## src/rtl/apb_master_arbiter.sv

```systemverilog
// apb_master_arbiter
//   Round-robin arbiter that shares one APB master port between N_REQ
//   requesters. A requester posts a command (req_valid/write/addr/wdata)
//   and holds it until its one-cycle req_done pulse. The arbiter runs the
//   APB SETUP/ACCESS phases, waits on PREADY and returns PRDATA/PSLVERR on
//   rsp_rdata/rsp_err alongside req_done. All outputs are registered.
//
// Ports
//   PCLK, PRESET          clock, synchronous active-high reset
//   req_valid/req_write   per-requester command pending / direction
//   req_addr/req_wdata    packed per-requester address and write data
//   req_done              one-hot completion pulse
//   rsp_rdata/rsp_err     completion data/error, valid with req_done
//   PADDR..PENABLE        APB master request signals
//   PREADY/PRDATA/PSLVERR APB slave response signals
//
// Optional feature
//   APB_ARB_TIMEOUT_EN    when defined, an ACCESS phase stalled for TIMEOUT
//                         cycles is aborted and completed with rsp_err=1.

module apb_master_arbiter #(
    parameter int unsigned N_REQ          = 4,
    parameter int unsigned APB_ADDR_WIDTH = 16,
    parameter int unsigned APB_DATA_WIDTH = 32,
    parameter int unsigned TIMEOUT        = 255
) (
    input  logic                               PCLK,
    input  logic                               PRESET,
    input  logic [N_REQ-1:0]                   req_valid,
    input  logic [N_REQ-1:0]                   req_write,
    input  logic [N_REQ*APB_ADDR_WIDTH-1:0]    req_addr,
    input  logic [N_REQ*APB_DATA_WIDTH-1:0]    req_wdata,
    output logic [N_REQ-1:0]                   req_done,
    output logic [APB_DATA_WIDTH-1:0]          rsp_rdata,
    output logic                               rsp_err,
    output logic [APB_ADDR_WIDTH-1:0]          PADDR,
    output logic                               PWRITE,
    output logic [APB_DATA_WIDTH-1:0]          PWDATA,
    output logic                               PSEL,
    output logic                               PENABLE,
    input  logic                               PREADY,
    input  logic [APB_DATA_WIDTH-1:0]          PRDATA,
    input  logic                               PSLVERR
);

    localparam int unsigned GW = (N_REQ > 1) ? $clog2(N_REQ) : 1;

    if (N_REQ < 2 || N_REQ > 16 || TIMEOUT < 1) begin : g_bad_param
        $error("apb_master_arbiter: N_REQ must be 2..16 and TIMEOUT >= 1");
    end

    typedef enum logic [1:0] {
        ST_IDLE   = 2'd0,
        ST_SETUP  = 2'd1,
        ST_ACCESS = 2'd2
    } state_e;

    state_e                       state_q, state_d;
    logic [GW-1:0]                last_grant_q, last_grant_d;
    logic                         psel_q, psel_d;
    logic                         penable_q, penable_d;
    logic                         pwrite_q, pwrite_d;
    logic [APB_ADDR_WIDTH-1:0]    paddr_q, paddr_d;
    logic [APB_DATA_WIDTH-1:0]    pwdata_q, pwdata_d;
    logic [N_REQ-1:0]             done_q, done_d;
    logic [APB_DATA_WIDTH-1:0]    rdata_q, rdata_d;
    logic                         err_q, err_d;

`ifdef APB_ARB_TIMEOUT_EN
    localparam int unsigned TOW = (TIMEOUT > 1) ? $clog2(TIMEOUT + 1) : 1;
    logic [TOW-1:0]               to_cnt_q, to_cnt_d;
`endif

    // Round-robin pick. The request vector is rotated so that the requester
    // after last_grant sits at bit 0; the lowest set bit of the rotated
    // vector is the winner, and its offset is mapped back to an index.
    logic [N_REQ-1:0]             rr_win;
    logic                         arb_found;
    logic [GW-1:0]                arb_idx;

    always_comb begin
        arb_found = 1'b0;
        arb_idx   = '0;
        rr_win    = N_REQ'({req_valid, req_valid} >> (32'(last_grant_q) + 32'd1));
        for (int unsigned j = 0; j < N_REQ; j++) begin
            if (!arb_found && rr_win[j]) begin
                arb_found = 1'b1;
                arb_idx   = GW'((32'(last_grant_q) + 32'd1 + j) % N_REQ);
            end
        end
    end

    always_comb begin
        state_d      = state_q;
        last_grant_d = last_grant_q;
        psel_d       = psel_q;
        penable_d    = penable_q;
        pwrite_d     = pwrite_q;
        paddr_d      = paddr_q;
        pwdata_d     = pwdata_q;
        done_d       = '0;
        rdata_d      = rdata_q;
        err_d        = err_q;
`ifdef APB_ARB_TIMEOUT_EN
        to_cnt_d     = to_cnt_q;
`endif

        unique case (state_q)
            ST_IDLE: begin
                if (arb_found) begin
                    // Command is captured here so the APB signals stay stable
                    // even if the requester changes its inputs afterwards.
                    state_d      = ST_SETUP;
                    last_grant_d = arb_idx;
                    psel_d       = 1'b1;
                    pwrite_d     = req_write[arb_idx];
                    paddr_d      = req_addr[arb_idx*APB_ADDR_WIDTH +: APB_ADDR_WIDTH];
                    pwdata_d     = req_wdata[arb_idx*APB_DATA_WIDTH +: APB_DATA_WIDTH];
                end
            end

            ST_SETUP: begin
                state_d   = ST_ACCESS;
                penable_d = 1'b1;
`ifdef APB_ARB_TIMEOUT_EN
                to_cnt_d  = '0;
`endif
            end

            ST_ACCESS: begin
                if (PREADY) begin
                    state_d   = ST_IDLE;
                    psel_d    = 1'b0;
                    penable_d = 1'b0;
                    if (!pwrite_q) begin
                        rdata_d = PRDATA;
                    end
                    err_d                = PSLVERR;
                    done_d[last_grant_q] = 1'b1;
                end
`ifdef APB_ARB_TIMEOUT_EN
                // PREADY is checked first so a response arriving on the
                // limit cycle still completes normally.
                else if (to_cnt_q == TOW'(TIMEOUT)) begin
                    state_d              = ST_IDLE;
                    psel_d               = 1'b0;
                    penable_d            = 1'b0;
                    rdata_d              = '0;
                    err_d                = 1'b1;
                    done_d[last_grant_q] = 1'b1;
                end else begin
                    to_cnt_d = to_cnt_q + 1'b1;
                end
`endif
            end

            default: begin
                state_d = ST_IDLE;
            end
        endcase
    end

    always_ff @(posedge PCLK) begin
        if (PRESET) begin
            state_q      <= ST_IDLE;
            last_grant_q <= GW'(N_REQ - 1);
            psel_q       <= 1'b0;
            penable_q    <= 1'b0;
            pwrite_q     <= 1'b0;
            paddr_q      <= '0;
            pwdata_q     <= '0;
            done_q       <= '0;
            rdata_q      <= '0;
            err_q        <= 1'b0;
`ifdef APB_ARB_TIMEOUT_EN
            to_cnt_q     <= '0;
`endif
        end else begin
            state_q      <= state_d;
            last_grant_q <= last_grant_d;
            psel_q       <= psel_d;
            penable_q    <= penable_d;
            pwrite_q     <= pwrite_d;
            paddr_q      <= paddr_d;
            pwdata_q     <= pwdata_d;
            done_q       <= done_d;
            rdata_q      <= rdata_d;
            err_q        <= err_d;
`ifdef APB_ARB_TIMEOUT_EN
            to_cnt_q     <= to_cnt_d;
`endif
        end
    end

    assign PSEL      = psel_q;
    assign PENABLE   = penable_q;
    assign PWRITE    = pwrite_q;
    assign PADDR     = paddr_q;
    assign PWDATA    = pwdata_q;
    assign req_done  = done_q;
    assign rsp_rdata = rdata_q;
    assign rsp_err   = err_q;

endmodule

```

## config.mk

```make
export PLATFORM = sky130hd
export DESIGN_NAME = apb_master_arbiter
export DESIGN_NICKNAME = d
export VERILOG_FILES = /design/src/rtl/apb_master_arbiter.sv
export SDC_FILE = /design/constraint.sdc
export NUM_CORES = 1
export LEC_CHECK = 0
export BUFFER_PORTS_ARGS = -buffer_cell sky130_fd_sc_hd__buf_2
export CAP_MARGIN = 20
export CORE_AREA = 2 2 126 128
export CTS_CLUSTER_SIZE = 16
export DETAILED_ROUTE_END_ITERATION = 8
export DIE_AREA = 0 0 128 130
export GPL_TIMING_DRIVEN = 1
export PLACE_DENSITY = 0.7
export SLEW_MARGIN = 20
export SYNTH_ARGS = -nofsm -noshare
export SYNTH_HDL_FRONTEND = slang
export SYNTH_SLANG_ARGS = --single-unit
```

## constraint.sdc

```tcl
create_clock -name PCLK -period 3.2 [get_ports PCLK]
set_input_delay 0.32 -clock PCLK [delete_from_list [all_inputs] [get_ports PCLK]]
set_output_delay 0.32 -clock PCLK [all_outputs]
set_load 0.01 [all_outputs]
```

* Word level (Yosys, flattened, before mapping) *
Index checks and enable logic that the tools add are counted.

storage, ports and cells
  register bits after elaboration = 92
  input bits = 236
  output and inout bits = 88
  logic and storage cells = 63

operators by class
  add/subtract/negate cells = 4
  magnitude comparators = 3
  eq/ne operators = 4
  shifts and indexed selects = 3
  muxes and demuxes = 19
  bitwise gates (word level) = 3
  reduce and logical (&&, ||, !) cells = 17

operators by type and width
  kind                                                 number
  variable part select 128 x 8 -> 32 bit               1
  variable part select 64 x 7 -> 16 bit                1
  two-way mux 2 bit                                    6
  two-way mux 1 bit                                    8
  AND reduction 2 bit                                  4
  right shift 8 x 3 -> 4 bit                           1
  < comparator 2 x 3 -> 1 bit, second input constant   2
  one-hot mux 2 bit (3 select lines)                   1
  AND reduction 3 bit                                  2
  adder 2 bit, second input constant                   2
  logical AND 1 bit                                    4
  != test 2 bit, second input constant                 2
  one-hot mux 1 bit (2 select lines)                   2
  nonzero test 2 bit                                   2
  adder 2 x 1 -> 3 bit, second input constant          1
  zero test 1 bit                                      3
  NOT 1 bit                                            3
  OR reduction 3 bit                                   1
  adder 2 x 1 -> 2 bit, second input constant          1
  binary-select mux 1 bit (select 2 bit)               1
  demux 1 bit (select 2 bit)                           1
  == test 2 x 1 -> 1 bit, second input constant        1
  == test 2 bit, second input constant                 1
  >= comparator 2 x 1 -> 1 bit, second input constant  1
  zero test 2 bit                                      1

* Longest topological paths before layout *
  depth in word-level cells = 14
  depth in mapped cells = 11
  mapped depth without buffers = 7

* Worst setup path before layout *
OpenSTA, ideal clock, no wires.

  kind = register to register
  start point = reg last_grant_q[1]
  end point = reg paddr_q[0], in the netlist PADDR[0]
  setup time = 0.157 ns
  arrival = 2.650 ns
  required time = 3.043 ns
  slack = 0.393 ns
  cell stages (with the launch flop) = 12
  path buffers = 4
  period minus slack after synthesis = 2.807 ns
  cell sequence = dfxtp_1 buf_2 inv_1 ha_1 buf_1 or4b_1 a32oi_1 o221ai_1 buf_2 buf_6 a221oi_2 a311oi_2

on the way
  word-level cells in the longest chain between the ends = 13
  elaborated cells between the ends (all ways) = 21
  classes of those cells = 4 x add/sub; 2 x shift; 8 x mux; 7 x reduce/logical

ends and longest elaborated chain
  element                                                                       RTL line  RTL
  start, declared                                                               59        logic [GW-1:0] last_grant_q, last_grant_d;
  start signal, assigned                                                        166       last_grant_q <= GW'(N_REQ - 1);
  start signal, assigned                                                        180       last_grant_q <= last_grant_d;
  adder 2 x 1 -> 3 bit *                                                        88        arb_idx = GW'((32'(last_grant_q) + 32'd1 + j) % N_REQ);
  right shift 8 x 3 -> 4 bit                                                    84        rr_win = N_REQ'({req_valid, req_valid} >> (32'(last_grant_q) + 32'd1));
  two-way mux 1 bit                                                             86        if (!arb_found && rr_win[j]) begin
  zero test 1 bit                                                               86
  logical AND 1 bit                                                             86
  two-way mux 1 bit                                                             86
  zero test 1 bit                                                               86
  logical AND 1 bit                                                             86
  two-way mux 1 bit                                                             86
  zero test 1 bit                                                               86
  logical AND 1 bit                                                             86
  two-way mux 2 bit or two-way mux 1 bit (tied branches)                        86
  variable part select 64 x 7 -> 16 bit or AND reduction 2 bit (tied branches)  --
  end signal, assigned                                                          184       paddr_q <= paddr_d;
  end, declared                                                                 63        logic [APB_ADDR_WIDTH-1:0] paddr_q, paddr_d;

Every way passes the cells marked *; elsewhere a longest branch is shown, timed or not.
A chain may end at the register's enable or synchronous reset.

* Worst setup path in the final report *
  start point = reg last_grant_q[0]
  end point = reg pwdata_q[21], in the netlist PWDATA[21]

on the way
  word-level cells in the longest chain between the ends = 13
  elaborated cells between the ends (all ways) = 21
  classes of those cells = 4 x add/sub; 2 x shift; 8 x mux; 7 x reduce/logical

ends and longest elaborated chain
  element                                                                        RTL line  RTL
  adder 2 x 1 -> 3 bit *                                                         88
  right shift 8 x 3 -> 4 bit                                                     84
  two-way mux 1 bit                                                              86
  zero test 1 bit                                                                86
  logical AND 1 bit                                                              86
  two-way mux 1 bit                                                              86
  zero test 1 bit                                                                86
  logical AND 1 bit                                                              86
  two-way mux 1 bit                                                              86
  zero test 1 bit                                                                86
  logical AND 1 bit                                                              86
  two-way mux 2 bit or two-way mux 1 bit (tied branches)                         86
  variable part select 128 x 8 -> 32 bit or AND reduction 2 bit (tied branches)  --
  end signal, assigned                                                           185       pwdata_q <= pwdata_d;
  end, declared                                                                  64        logic [APB_DATA_WIDTH-1:0] pwdata_q, pwdata_d;

Marks and branches as above.

==> impl_metrics.sql <==
INSERT INTO impl_metrics (metric_group, metric, value, unit) VALUES
('status', 'status', 'complete, no violations', ''),
('logic_synthesis', 'cell_accounting_for_the_most_synthesized_area', 'sky130_fd_sc_hd__dfxtp_1', ''),
('placement', 'numPortBuffers', '323', ''),
('grt', 'initial_antenna_violation_count', '1', ''),
('sta', 'hold_viol', '0', ''),
('pwr', 'p_int', '0.00269', 'W'),
('routing', 'drt_first_pass_iters', '5', ''),
('logic_synthesis', 'ys_seq_area_frac', '0.324', ''),
('pwr', 'max-vdd-ir-drop', '279', 'uV'),
('sta', 'fin_worst_hold_slack', '0.208', 'ns'),
('cts', 'cts.repair_timing.setup_buffer_count', '0', ''),
('floorplan', 'initial_utilization', '0.369', ''),
('routing', 'dr.first_iter.drc_count', '331', ''),
('logic_synthesis', 'synth.cell_area', '0.00569', 'sq mm'),
('setup_path', 'worst-endpoint-arrival', '3.05', 'ns'),
('sta', 'grt_setup_unrepaired', 'false', ''),
('pwr', 'power_frac_seq', '0.326', ''),
('floorplan', 'dieArea', '0.0166', 'sq mm'),
('sta', 'fmaxAchievable', '352', 'MHz'),
('routing', 'detail_route.wl_per_cell', '18.1', 'um'),
('grt', 'maximum_number_of_pins_on_one_net_before_global_route_repair', '92', ''),
('setup_path', 'crit_path_max_fanout', '26', ''),
('logic_synthesis', 'synthXorXnorAreaFrac', '0', ''),
('setup_path', 'slowest_delay', '0.49', 'ns'),
('logic_synthesis', 'synthesis.yosys.warnings', '0', ''),
('pwr', 'power.leakage', '3.51', 'nW'),
('cts', 'cts_htree_levels', '3', ''),
('sta', 'timing.setup.tns', '0', 'ns'),
('routing', 'finalWirelength', '20100', 'um'),
('sta', 'drv_slew', '0', ''),
('setup_path', 'cp-start-kind', 'flop', ''),
('sta', 'final.setup_skew', '0.00742', 'ns'),
('sta', 'transition_at_the_pin_with_the_smallest_max_transition_slack', '0.660', 'ns'),
('placement', 'detailedPlacementHpwl', '14100', 'um'),
('cts', 'path_clk_slew', '0.07', 'ns'),
('layout', 'drive_above_1_share', '0.462', ''),
('sta', 'layout_min_cycle_time', '2.84', 'ns'),
('routing', 'count_of_antenna_violating_nets_left_after_detailed_routing', '0', ''),
('logic_synthesis', 'synth_area_per_cell', '8.94', 'sq um'),
('layout', 'fin_nets', '1152', ''),
('grt', 'grt.met1_usage', '0.286', ''),
('routing', 'detail_route.drc_violations', '0', ''),
('placement', 'gpl.final_weighted_congestion', '0.799', ''),
('run', 'maxCapViolCount', '0', ''),
('setup_path', 'crit_buf_inv', '2', ''),
('logic_synthesis', 'post_synthesis_register_bit_count', '92', ''),
('setup_path', 'reg2reg_slack', '0.36', 'ns'),
('logic_synthesis', 'netlist-cell-type-count', '49', ''),
('logic_synthesis', 'fraction_of_the_mapped_netlist_area_in_adder_cells', '0.00880', ''),
('setup_path', 'critical_path.slowest_cell', 'sky130_fd_sc_hd__or4b_1', ''),
('cts', 'count_of_hold_buffers_inserted_by_post_cts_repair', '0', ''),
('logic_synthesis', 'syn_inst', '636', ''),
('grt', 'gr-total-overflow', '0', ''),
('grt', 'grt_pass1_wl', '30400', 'um'),
('sta', 'maxSlewHeadroom', '0.558', ''),
('grt', 'globalRouteMet3Util', '0.0472', ''),
('floorplan', 'number_of_top_level_pins', '324', ''),
('cts', 'post_cts_resize_count', '0', ''),
('grt', 'met2_usage', '0.405', ''),
('logic_synthesis', 'postSynthNetCount', '876', ''),
('pwr', 'total_power_per_unit_cell_area', '565', 'mW/mm^2'),
('cts', 'cts_tree', 'yes', ''),
('setup_path', 'path_cells', 'inv_2 > ha_1 > or4b_1 > a32oi_1 > o221ai_4 > buf_4 > a221oi_1 > a311oi_2', ''),
('logic_synthesis', 'synth_area_leaders', 'sky130_fd_sc_hd__dfxtp_1 (32%), sky130_fd_sc_hd__a311oi_2 (12%), sky130_fd_sc_hd__mux2i_1 (7.9%)', ''),
('floorplan', 'die-width', '128', 'um'),
('logic_synthesis', 'synth-compound-area-share', '0.379', ''),
('pwr', 'p_clk_frac', '0.243', ''),
('cts', 'cts.path.max_buffers', '2', ''),
('grt', 'global_route.peak_usage_layer', 'met2', ''),
('sta', 'final_min_period_over_clock_period', '0.889', ''),
('routing', 'detail_route.vias_per_cell', '5.54', '');
synth_stat cells (2+ instances only):
| cell | number |
|---|---|
| sky130_fd_sc_hd__buf_1 | 4 |
| sky130_fd_sc_hd__buf_6 | 6 |
| sky130_fd_sc_hd__or4b_1 | 2 |
| sky130_fd_sc_hd__nand2b_1 | 3 |
| sky130_fd_sc_hd__or3_1 | 44 |
| sky130_fd_sc_hd__a221oi_2 | 10 |
| sky130_fd_sc_hd__dfxtp_1 | 92 |
| sky130_fd_sc_hd__clkbuf_1 | 54 |
| sky130_fd_sc_hd__o2111ai_1 | 5 |
| sky130_fd_sc_hd__nor2_1 | 9 |
| sky130_fd_sc_hd__a21oi_1 | 37 |
| sky130_fd_sc_hd__o221ai_1 | 2 |
| sky130_fd_sc_hd__nand2_1 | 74 |
| sky130_fd_sc_hd__a311oi_2 | 44 |
| sky130_fd_sc_hd__and2_1 | 5 |
| sky130_fd_sc_hd__o211ai_1 | 7 |
| sky130_fd_sc_hd__mux2i_1 | 45 |
| sky130_fd_sc_hd__and3_1 | 10 |
| sky130_fd_sc_hd__ha_1 | 4 |
| sky130_fd_sc_hd__nand3b_1 | 2 |
| sky130_fd_sc_hd__buf_2 | 12 |
| sky130_fd_sc_hd__inv_1 | 4 |
| sky130_fd_sc_hd__o21ai_0 | 49 |
| sky130_fd_sc_hd__a21o_1 | 44 |
| sky130_fd_sc_hd__a21boi_0 | 10 |
| sky130_fd_sc_hd__a221oi_1 | 34 |
| sky130_fd_sc_hd__a211oi_1 | 2 |
sequential cells by signal, indices dropped and copies added, names as in the netlist:
| register | count |
|---|---|
| PENABLE | 1 |
| rsp_err | 1 |
| PSEL | 1 |
| rsp_rdata | 32 |
| last_grant_q | 2 |
| PADDR | 16 |
| PWRITE | 1 |
| state_q | 2 |
| PWDATA | 32 |
| req_done | 4 |
worst paths after layout:
check                                            endpoint                    startpoint  depth (start not counted)
worst min-delay path                 rsp_err$_SDFFE_PP0P_                       PSLVERR                          3
worst max register to register    PWDATA[21]$_SDFFE_PP0P_  last_grant_q[0]$_SDFFE_PP1P_                          8
worst min register to register  rsp_rdata[4]$_SDFFE_PP0P_     rsp_rdata[4]$_SDFFE_PP0P_                          2
worst max-delay path              PWDATA[21]$_SDFFE_PP0P_  last_grant_q[0]$_SDFFE_PP1P_                          8
power groups by stage:
stage | Sequential (W) | Combinational (W) | Clock (W)
2_1_floorplan | 0.00152 | 0.00119 | 0
3_3_place_gp | 0.00145 | 0.00188 | 0
3_5_place_dp | 0.00145 | 0.00190 | 0
4_1_cts | 0.00142 | 0.00190 | 0.00110
5_1_grt | 0.00144 | 0.00204 | 0.00114
6_report | 0.00143 | 0.00189 | 0.00106
placed cells by master (no fill, tap or decap), drive strengths merged, types with 5 or more instances in the layout:
cell / netlist / layout
and3: 10 / 10
a21oi: 37 / 37
nor2: 9 / 9
and2: 5 / 5
dfxtp: 92 / 92
inv: 5 / 7
a311oi: 44 / 44
mux2i: 45 / 45
o21ai: 50 / 50
o211ai: 7 / 7
or3: 44 / 44
a21boi: 11 / 11
a221oi: 44 / 44
clkbuf: 54 / 12
o2111ai: 5 / 5
a21o: 44 / 44
buf: 22 / 341
nand2: 75 / 75
per-layer routing:
layer | vias to the layer above | part of all wire
met3 | 23 | 0.078
li1 | 2977 | -
met5 | - | 0.00035
met1 | 2844 | 0.41
met2 | 303 | 0.49
met4 | 2 | 0.017
cells by family after synthesis:
logic type	count (synthesis)
AND/OR/NAND/NOR	160
adder cells (fa/ha/maj)	4
multiplexers	46
buffers and inverters	81
flip-flops	92
AO/OA/AOI/OAI	253
through the flow:
step | util | cell area (sq um) | setup WS [ns] | power, W | cells
6_report | 0.502 | 7740 | 0.356 | 0.00438 | 1110
4_1_cts | 0.502 | 7740 | 0.348 | 0.00442 | 1109
5_1_grt | 0.502 | 7740 | 0.140 | 0.00462 | 1110
2_1_floorplan | - | 5690 | 0.393 | 0.00271 | 636
3_3_place_gp | 0.483 | 7440 | 0.457 | 0.00332 | 1093
3_5_place_dp | 0.483 | 7440 | 0.350 | 0.00334 | 1093
worst reg2reg max path, cell delays in order, from the launching register on:
cell                       delay [ns]
sky130_fd_sc_hd__dfxtp_1         0.42
sky130_fd_sc_hd__inv_2           0.13
sky130_fd_sc_hd__ha_1            0.41
sky130_fd_sc_hd__or4b_1          0.49
sky130_fd_sc_hd__a32oi_1         0.31
sky130_fd_sc_hd__o221ai_4        0.17
sky130_fd_sc_hd__buf_4           0.27
sky130_fd_sc_hd__a221oi_1        0.41
sky130_fd_sc_hd__a311oi_2        0.08
final cells by class:
type / instances / area, sq um
inverter: 5 / 18.8
antenna: 1 / 2.50
clock buffer: 12 / 267
fill: 1488 / 7680
clock inverter: 4 / 30.0
tap: 192 / 240
sequential: 92 / 1840
timing repair buffer: 341 / 1800
multi-input combinational: 463 / 3540
(Power assumes the default switching activity.)
